## src/rtl/pov_pkg.sv

```systemverilog
// Shared constants and state encoding for the POV frame writer.
// Column geometry is fixed here so every block agrees on it.
package pov_pkg;

    localparam int COLS   = 64;
    localparam int LED_W  = 16;
    localparam int ADDR_W = $clog2(COLS);
    localparam int RAM_AW = ADDR_W + 1;

    typedef enum logic [1:0] {
        ST_ACCEPT  = 2'd0,
        ST_PAD     = 2'd1,
        ST_PENDING = 2'd2
    } state_t;

endpackage

```

## src/rtl/pov_col_ram.sv

```systemverilog
// Ping-pong column store: two banks of COLS words, address {bank, col}.
// Registered read; output forced to zero when no readable frame exists.
module pov_col_ram
    import pov_pkg::*;
(
    input  logic              i_clk,
    input  logic              i_we,
    input  logic [RAM_AW-1:0] i_waddr,
    input  logic [LED_W-1:0]  i_wdata,
    input  logic              i_rd_en,
    input  logic [RAM_AW-1:0] i_raddr,
    output logic [LED_W-1:0]  o_rdata
);

    logic [LED_W-1:0] r_mem [2*COLS];
    logic [LED_W-1:0] r_rdata;

    // Write port into the bank the writer owns
    always_ff @(posedge i_clk) begin
        if (i_we) begin
            r_mem[i_waddr] <= i_wdata;
        end
    end

    // Registered read port; disabled read returns blank column
    always_ff @(posedge i_clk) begin
        if (i_rd_en) begin
            r_rdata <= r_mem[i_raddr];
        end else begin
            r_rdata <= '0;
        end
    end

    assign o_rdata = r_rdata;

endmodule

```

## src/rtl/pov_frame_writer.sv

```systemverilog
// Assembles incoming column words into the write bank and swaps banks
// only at the reader's frame_start, so no partial image is ever shown.
module pov_frame_writer
    import pov_pkg::*;
(
    input  logic              i_clk,
    input  logic              i_rst_n,
    input  logic              i_in_valid,
    output logic              o_in_ready,
    input  logic [LED_W-1:0]  i_in_data,
    input  logic              i_in_last,
    input  logic              i_frame_start,
    input  logic [ADDR_W-1:0] i_rd_addr,
    output logic [LED_W-1:0]  o_rd_data,
    output logic              o_frame_valid,
    output logic              o_frame_pending,
    output logic              o_trunc_err
);

    localparam logic [ADDR_W-1:0] LAST_COL = ADDR_W'(COLS - 1);

    state_t            r_state;
    state_t            w_state_nxt;
    logic [ADDR_W-1:0] r_wptr;
    logic [ADDR_W-1:0] w_wptr_nxt;
    logic              r_disp_bank;
    logic              w_disp_bank_nxt;
    logic              r_frame_valid;
    logic              w_frame_valid_nxt;
    logic              r_trunc_err;
    logic              w_trunc_err_nxt;
    logic              w_we;
    logic [LED_W-1:0]  w_wdata;
    logic              w_xfer;
    logic              w_at_last;

    assign o_in_ready      = i_rst_n && (r_state == ST_ACCEPT);
    assign w_xfer          = i_in_valid && o_in_ready;
    assign w_at_last       = (r_wptr == LAST_COL);
    assign o_frame_valid   = r_frame_valid;
    assign o_frame_pending = (r_state == ST_PENDING);
    assign o_trunc_err     = r_trunc_err;

    // Next-state: accept words, zero-pad short frames, wait for swap
    always_comb begin
        w_state_nxt       = r_state;
        w_wptr_nxt        = r_wptr;
        w_disp_bank_nxt   = r_disp_bank;
        w_frame_valid_nxt = r_frame_valid;
        w_trunc_err_nxt   = r_trunc_err;
        w_we              = 1'b0;
        w_wdata           = i_in_data;
        unique case (r_state)
            ST_ACCEPT: begin
                if (w_xfer) begin
                    w_we = 1'b1;
                    if (w_at_last) begin
                        w_state_nxt = ST_PENDING;
                        w_wptr_nxt  = '0;
                        if (!i_in_last) begin
                            w_trunc_err_nxt = 1'b1;
                        end
                    end else begin
                        w_wptr_nxt = r_wptr + 1'b1;
                        if (i_in_last) begin
                            w_state_nxt = ST_PAD;
                        end
                    end
                end
            end
            ST_PAD: begin
                w_we    = 1'b1;
                w_wdata = '0;
                if (w_at_last) begin
                    w_state_nxt = ST_PENDING;
                    w_wptr_nxt  = '0;
                end else begin
                    w_wptr_nxt = r_wptr + 1'b1;
                end
            end
            ST_PENDING: begin
                if (i_frame_start) begin
                    w_state_nxt       = ST_ACCEPT;
                    w_wptr_nxt        = '0;
                    w_disp_bank_nxt   = ~r_disp_bank;
                    w_frame_valid_nxt = 1'b1;
                end
            end
            default: begin
                w_state_nxt = ST_ACCEPT;
                w_wptr_nxt  = '0;
            end
        endcase
    end

    // State, pointer and bank registers with synchronous reset
    always_ff @(posedge i_clk) begin
        if (!i_rst_n) begin
            r_state       <= ST_ACCEPT;
            r_wptr        <= '0;
            r_disp_bank   <= 1'b0;
            r_frame_valid <= 1'b0;
            r_trunc_err   <= 1'b0;
        end else begin
            r_state       <= w_state_nxt;
            r_wptr        <= w_wptr_nxt;
            r_disp_bank   <= w_disp_bank_nxt;
            r_frame_valid <= w_frame_valid_nxt;
            r_trunc_err   <= w_trunc_err_nxt;
        end
    end

    pov_col_ram u_ram (
        .i_clk   (i_clk),
        .i_we    (w_we && i_rst_n),
        .i_waddr ({~r_disp_bank, r_wptr}),
        .i_wdata (w_wdata),
        .i_rd_en (i_rst_n && r_frame_valid),
        .i_raddr ({r_disp_bank, i_rd_addr}),
        .o_rdata (o_rd_data)
    );

endmodule
```

## config.mk

```make
export PLATFORM = sky130hd
export DESIGN_NAME = pov_frame_writer
export DESIGN_NICKNAME = d
export VERILOG_FILES = /design/src/rtl/pov_pkg.sv /design/src/rtl/pov_col_ram.sv /design/src/rtl/pov_frame_writer.sv
export SDC_FILE = /design/constraint.sdc
export NUM_CORES = 2
export LEC_CHECK = 0
export ABC_AREA = 1
export CORE_UTILIZATION = 25
export DETAILED_ROUTE_END_ITERATION = 8
export PLACE_DENSITY_LB_ADDON = 0.25
export SYNTH_ARGS = -nofsm -noshare
export SYNTH_HDL_FRONTEND = slang
export SYNTH_HIERARCHICAL = 1
export SYNTH_SLANG_ARGS = --single-unit
```

## constraint.sdc

```tcl
create_clock -name i_clk -period 13.16 [get_ports i_clk]
set_input_delay 1.316 -clock i_clk [delete_from_list [all_inputs] [get_ports i_clk]]
set_output_delay 1.316 -clock i_clk [all_outputs]
set_load 0.005 [all_outputs]
```

After elaboration in Yosys (flattened, before gate mapping)
Memories as Yosys holds them, arrays and structs flattened. A register that Yosys moved wholly into a read port is not among the register bits.
Index checks and enable logic that the tools add are counted.
{"block": "totals", "inputBits": 27, "output_inout_bits": 20, "ramBits": 2048, "word_cells": 41, "memories": 1, "reg_bits": 11}
{"block": "classes", "n_eq_ne": 7, "bitwise": 2, "n_reduce_logical": 10, "addsub": 1, "mux": 15}
{"memory": "u_ram.r_mem", "depth": 128, "word_bits": 16, "rd": 1, "rd_ports_with_merged_regs": 1, "wr": 1, "line": "pov_col_ram.sv:15", "source": "logic [LED_W-1:0] r_mem [2*COLS];"}
{"op": "$mux 6", "n": 3}
{"op": "$pmux 6 s3", "n": 1}
{"op": "$mux 16", "n": 1}
{"op": "$mux 2", "n": 5}
{"op": "$reduce_and 4->1", "n": 2}
{"op": "$add 6x1->6 const B", "n": 1}
{"op": "$eq 6x6->1 const B", "n": 1}
{"op": "$ne 2x2->1 const B", "n": 3}
{"op": "$pmux 2 s3", "n": 1}
{"op": "$logic_and 1x1->1", "n": 4}
{"op": "$reduce_and 2->1", "n": 2}
{"op": "$mux 1", "n": 3}
{"op": "$ne 3x3->1 const B", "n": 1}
{"op": "$eq 2x1->1 const B", "n": 1}
{"op": "$eq 2x2->1 const B", "n": 1}
{"op": "$logic_not 2->1", "n": 1}
{"op": "$not 1->1", "n": 2}
{"op": "$pmux 1 s2", "n": 1}
{"op": "$logic_not 1->1", "n": 1}

Longest topological paths before layout
{"block": "logic_depth", "word_depth": 8, "depth_mapped": 15, "mapped_depth_nobuf": 11}

Modules after synthesis
The synthesis kept the hierarchy.
{"module": "pov_col_ram", "instances": 1, "cells_each": 6891, "area_per_inst_um2": 83162.3, "seq_area_each_um2": 61819.3}
{"module": "pov_frame_writer", "instances": 1, "cells_each": 124, "area_per_inst_um2": 737.0, "seq_area_each_um2": 220.2}

Least setup slack after synthesis
Ideal clock, no wire load.
{"block": "synth_timing", "path_kind": "input-to-reg", "startpoint": "in i_in_data[10]", "endpoint": "mem u_ram.r_mem[0][10], data pin", "arrival_time_ns": 4.296, "t_required_ns": 12.363, "stages": 2, "n_path_buf": 0, "path_slack_ns": 8.067, "setup_time_ns": 0.797, "cell_sequence": "inv_1 > nor2_1"}
{"block": "synth_via", "elab_chain_len": 1}
{"element": "from (decl)", "line": "pov_frame_writer.sv:10", "source": "input logic [LED_W-1:0] i_in_data,"}
{"element": "$mux 16", "line": "pov_frame_writer.sv:53", "source": "unique case (r_state)"}
{"element": "named net w_wdata[10]", "line": "pov_frame_writer.sv:33", "source": "logic [LED_W-1:0] w_wdata;"}
{"element": "to (decl)", "line": "pov_col_ram.sv:15"}
The timed path passes the listed nets, and every way through them passes these cells.

==> run_results.csv <==
group,metric,value,unit
logic_synthesis,synth_area_per_cell,12.0,µm²
timing,worst_slack,7.84,ns
timing,fmax,0.188,GHz
layout,layout_common_cells,"nand2_1, edfxtp_1, nand3_1",
worst_setup_path,critPathCaptureType,"flip-flop",
worst_setup_path,reg2reg_slack,9.34,ns
placement,port_buffers,46,
worst_setup_path,crit_start,"i_rd_addr[0]",
detailed_routing,drtAntennaViolNets,0,
logic_synthesis,synth_seq_cells,2075,
floorplanning,rows,212,
global_routing,groute.usage.overall,15.1,%
worst_setup_path,critPathRequiredTime,13.97,ns
detailed_routing,drt_iter0_drc,5487,
global_routing,grt_pass1_vias,51500,
logic_synthesis,synthArstFlopShare,0,%
clock_network,numClockSinks,2075,
power,clockPowerShare,38.7,%
detailed_routing,dr.max_layer_used,"met5",
floorplanning,die_h,581,µm
worst_setup_path,startpoint_type,"primary input",
worst_setup_path,r2r_end,"u_ram/r_mem[56][8]",
worst_setup_path,arrival,6.13,ns
global_routing,grt_max_degree,215,
layout,finalNetCount,7056,
global_routing,antenna_found_initial,13,
detailed_routing,routedWlPerCell,22.6,µm
timing,finClkSkew,0.0709,ns
logic_synthesis,synth-edff-count,2048,
worst_setup_path,r2r_start,"r_state[1]",
run_status,outcome,"finished, final reports clean",
power,power_frac_comb,10.6,%
power,p_total,15.5,mW
floorplanning,die_area,338000,µm²
clock_network,post_cts_buffers,0,
detailed_routing,met1_length,118000,µm
floorplanning,ioPinCount,47,
placement,pre_cts_slack,6.95,ns
layout,utilization,28.8,%
clock_network,cts_tree,"yes",
clock_network,cts_hold_buf,0,
logic_synthesis,yosys_warnings,6,
clock_network,cts_max_level,4,
power,p_int,11.5,mW
detailed_routing,drt-total-wl,262000,µm
global_routing,grt_first_pass_wirelength,377000,µm
layout,syn2layout_area_growth,14.5,%
detailed_routing,vias,54300,
placement,dpl-instance-area,89200,µm²
power,power_density,161,nW/µm²
timing,grt_setup_unrepaired,"no",
timing,hold_viol,0,
min_path,hp-class,"flip-flop to flip-flop",
floorplanning,initial_core_util,25.1,%
timing,max_slew.worst_pin.slew,1.30,ns
layout,final_common_cell,"nand2_1",
logic_synthesis,syn-num-nets,7043,
power,ir_drop,0.120,mV
detailed_routing,via_per_inst,4.68,
floorplanning,die_w,581,µm
detailed_routing,dr_wl_met3,15100,µm
placement,dp_hpwl,140000,µm
power,seqPwrFrac,50.8,%
clock_network,clkTransAtPathRegs,0.06,ns
layout,drive_gt1_share,7.52,%
placement,gp_routability_congestion,0.803,
logic_synthesis,postSynthCellCount,7015,
global_routing,gr-total-overflow,0,
worst_setup_path,crit_end,"u_ram/o_rdata[14]",
clock_network,cts_buffers,218,
clock_network,root_buffer,"clkbuf_16",
logic_synthesis,seq_area_frac_synth,73.9,%
worst_setup_path,cp_max_fo,185,
timing,drv_slew,0,
logic_synthesis,synth.distinct_cells,27,
clock_network,worst_skew_pair.late_latency,0.89,ns
power,switching_share,25.7,%
logic_synthesis,synth_area,83900,µm²
timing,setup_violations,0,
detailed_routing,wl_met2,123000,µm
layout,design_area,96100,µm²
clock_network,postCtsResizedCells,0,
timing,fin_crit,5.32,ns
clock_network,clock_path_buffers,3,
detailed_routing,post-route-drc-count,0,
power,switching_power,3.99,mW
logic_synthesis,synthFlopType,"edfxtp_1",
timing,max_slew_margin,13.5,%
timing,min_period_over_period,40.4,%
floorplanning,core-area,334000,µm²
power,cellLeakagePower,32.9,nW
detailed_routing,firstDrtPassIters,5,
worst_setup_path,path_class,"primary input to flip-flop",
timing,tns,0,ns
worst_setup_path,r2r_cells,6,
job,cap_violations,0,
cell usage after synthesis, types with 2 or more instances:
cell / instances / area, µm²
o21ai_0: 4 / 20.0
nand2_1: 2253 / 8460
a21oi_1: 6 / 30.0
nand4_1: 4 / 25.0
nand3_1: 1943 / 9720
buf_4: 56 / 420
dfxtp_1: 27 / 541
buf_1: 50 / 188
edfxtp_1: 2048 / 61500
inv_1: 53 / 199
nor2_1: 189 / 709
inv_2: 6 / 22.5
nand2_4: 2 / 22.5
buf_6: 34 / 383
clkbuf_1: 87 / 327
nor3_1: 11 / 55.1
buf_2: 230 / 1150
buf_8: 3 / 45.0
sequential cells by signal, summed over array words and instances, names as in the netlist:
| signal | count |
|---|---|
| u_ram/r_mem | 2048 |
| o_trunc_err | 1 |
| r_disp_bank | 1 |
| o_frame_valid | 1 |
| r_wptr | 6 |
| u_ram/o_rdata | 16 |
| r_state | 2 |
critical path, stage by stage:
cell,delay (ns)
buf_8,0.33
buf_4,0.72
buf_4,0.81
buf_12,0.65
buf_4,0.87
nand2_1,0.17
nand3_1,0.15
nand3_1,0.10
nand3_1,0.22
nand3_1,0.10
nand2_1,0.10
nand2_1,0.05
nand3_1,0.07
nand2_1,0.05
nor2_1,0.11
routing by layer:
layer | track usage, % | vias to the layer above
li1 | - | 24900
met1 | 21.0 | 27500
met2 | 24.6 | 1605
met3 | 2.19 | 284
met4 | 3.81 | 4
met5 | 0 | -
area by class of cell:
| class | instances | area (µm²) |
|---|---|---|
| inverters | 60 | 259 |
| clock inverters | 114 | 1070 |
| repair buffers | 253 | 2140 |
| fillers | 33900 | 238000 |
| clock buffers | 282 | 5790 |
| diodes | 4 | 10.0 |
| multi-input cells | 4420 | 19300 |
| well taps | 4387 | 5490 |
| flip-flops and latches | 2075 | 62000 |
metrics by stage:
step                      hold WS, ns  instances
after floorplan                 0.445       7015
after global placement          0.498      11200
after detailed placement        0.507      11200
after CTS                       0.518      11600
after global routing            0.599      11600
final                           0.519      11600
cell families (layout without fill, tap and decap cells):
kind of cell | Yosys count | in the layout | synth area share, %
other | 0 | 4 | 0
AOI/OAI and AO/OA | 13 | 13 | 0.0954
xor gates and xnor gates | 1 | 1 | 0.0104
and+or+nand+nor | 4405 | 4405 | 22.7
buffers and inverters | 520 | 709 | 3.27
adders and majority gates | 1 | 1 | 0.0149
DFF | 2075 | 2075 | 73.9
power groups by stage:
stage	Combinational [mW]	Clock, mW	Sequential (mW)
6_report	1.64	5.99	7.86
4_1_cts	1.66	6.13	7.86
3_5_place_dp	1.65	0	8.00
2_1_floorplan	0.795	0	8.07
3_3_place_gp	1.63	0	8.00
5_1_grt	1.76	6.36	7.86
worst min-delay path by stage:
stage                startpoint  slack, ns  cells past startpoint     endpoint
global placement      r_wptr[4]       0.50                      2    r_wptr[4]
global route          r_wptr[4]       0.60                      2    r_wptr[4]
detailed placement    r_wptr[4]       0.51                      2    r_wptr[4]
floorplan           o_trunc_err       0.44                      2  o_trunc_err
CTS                   r_wptr[4]       0.52                      2    r_wptr[4]
finish                r_wptr[4]       0.52                      2    r_wptr[4]
Power figures use the tool's default switching activity.
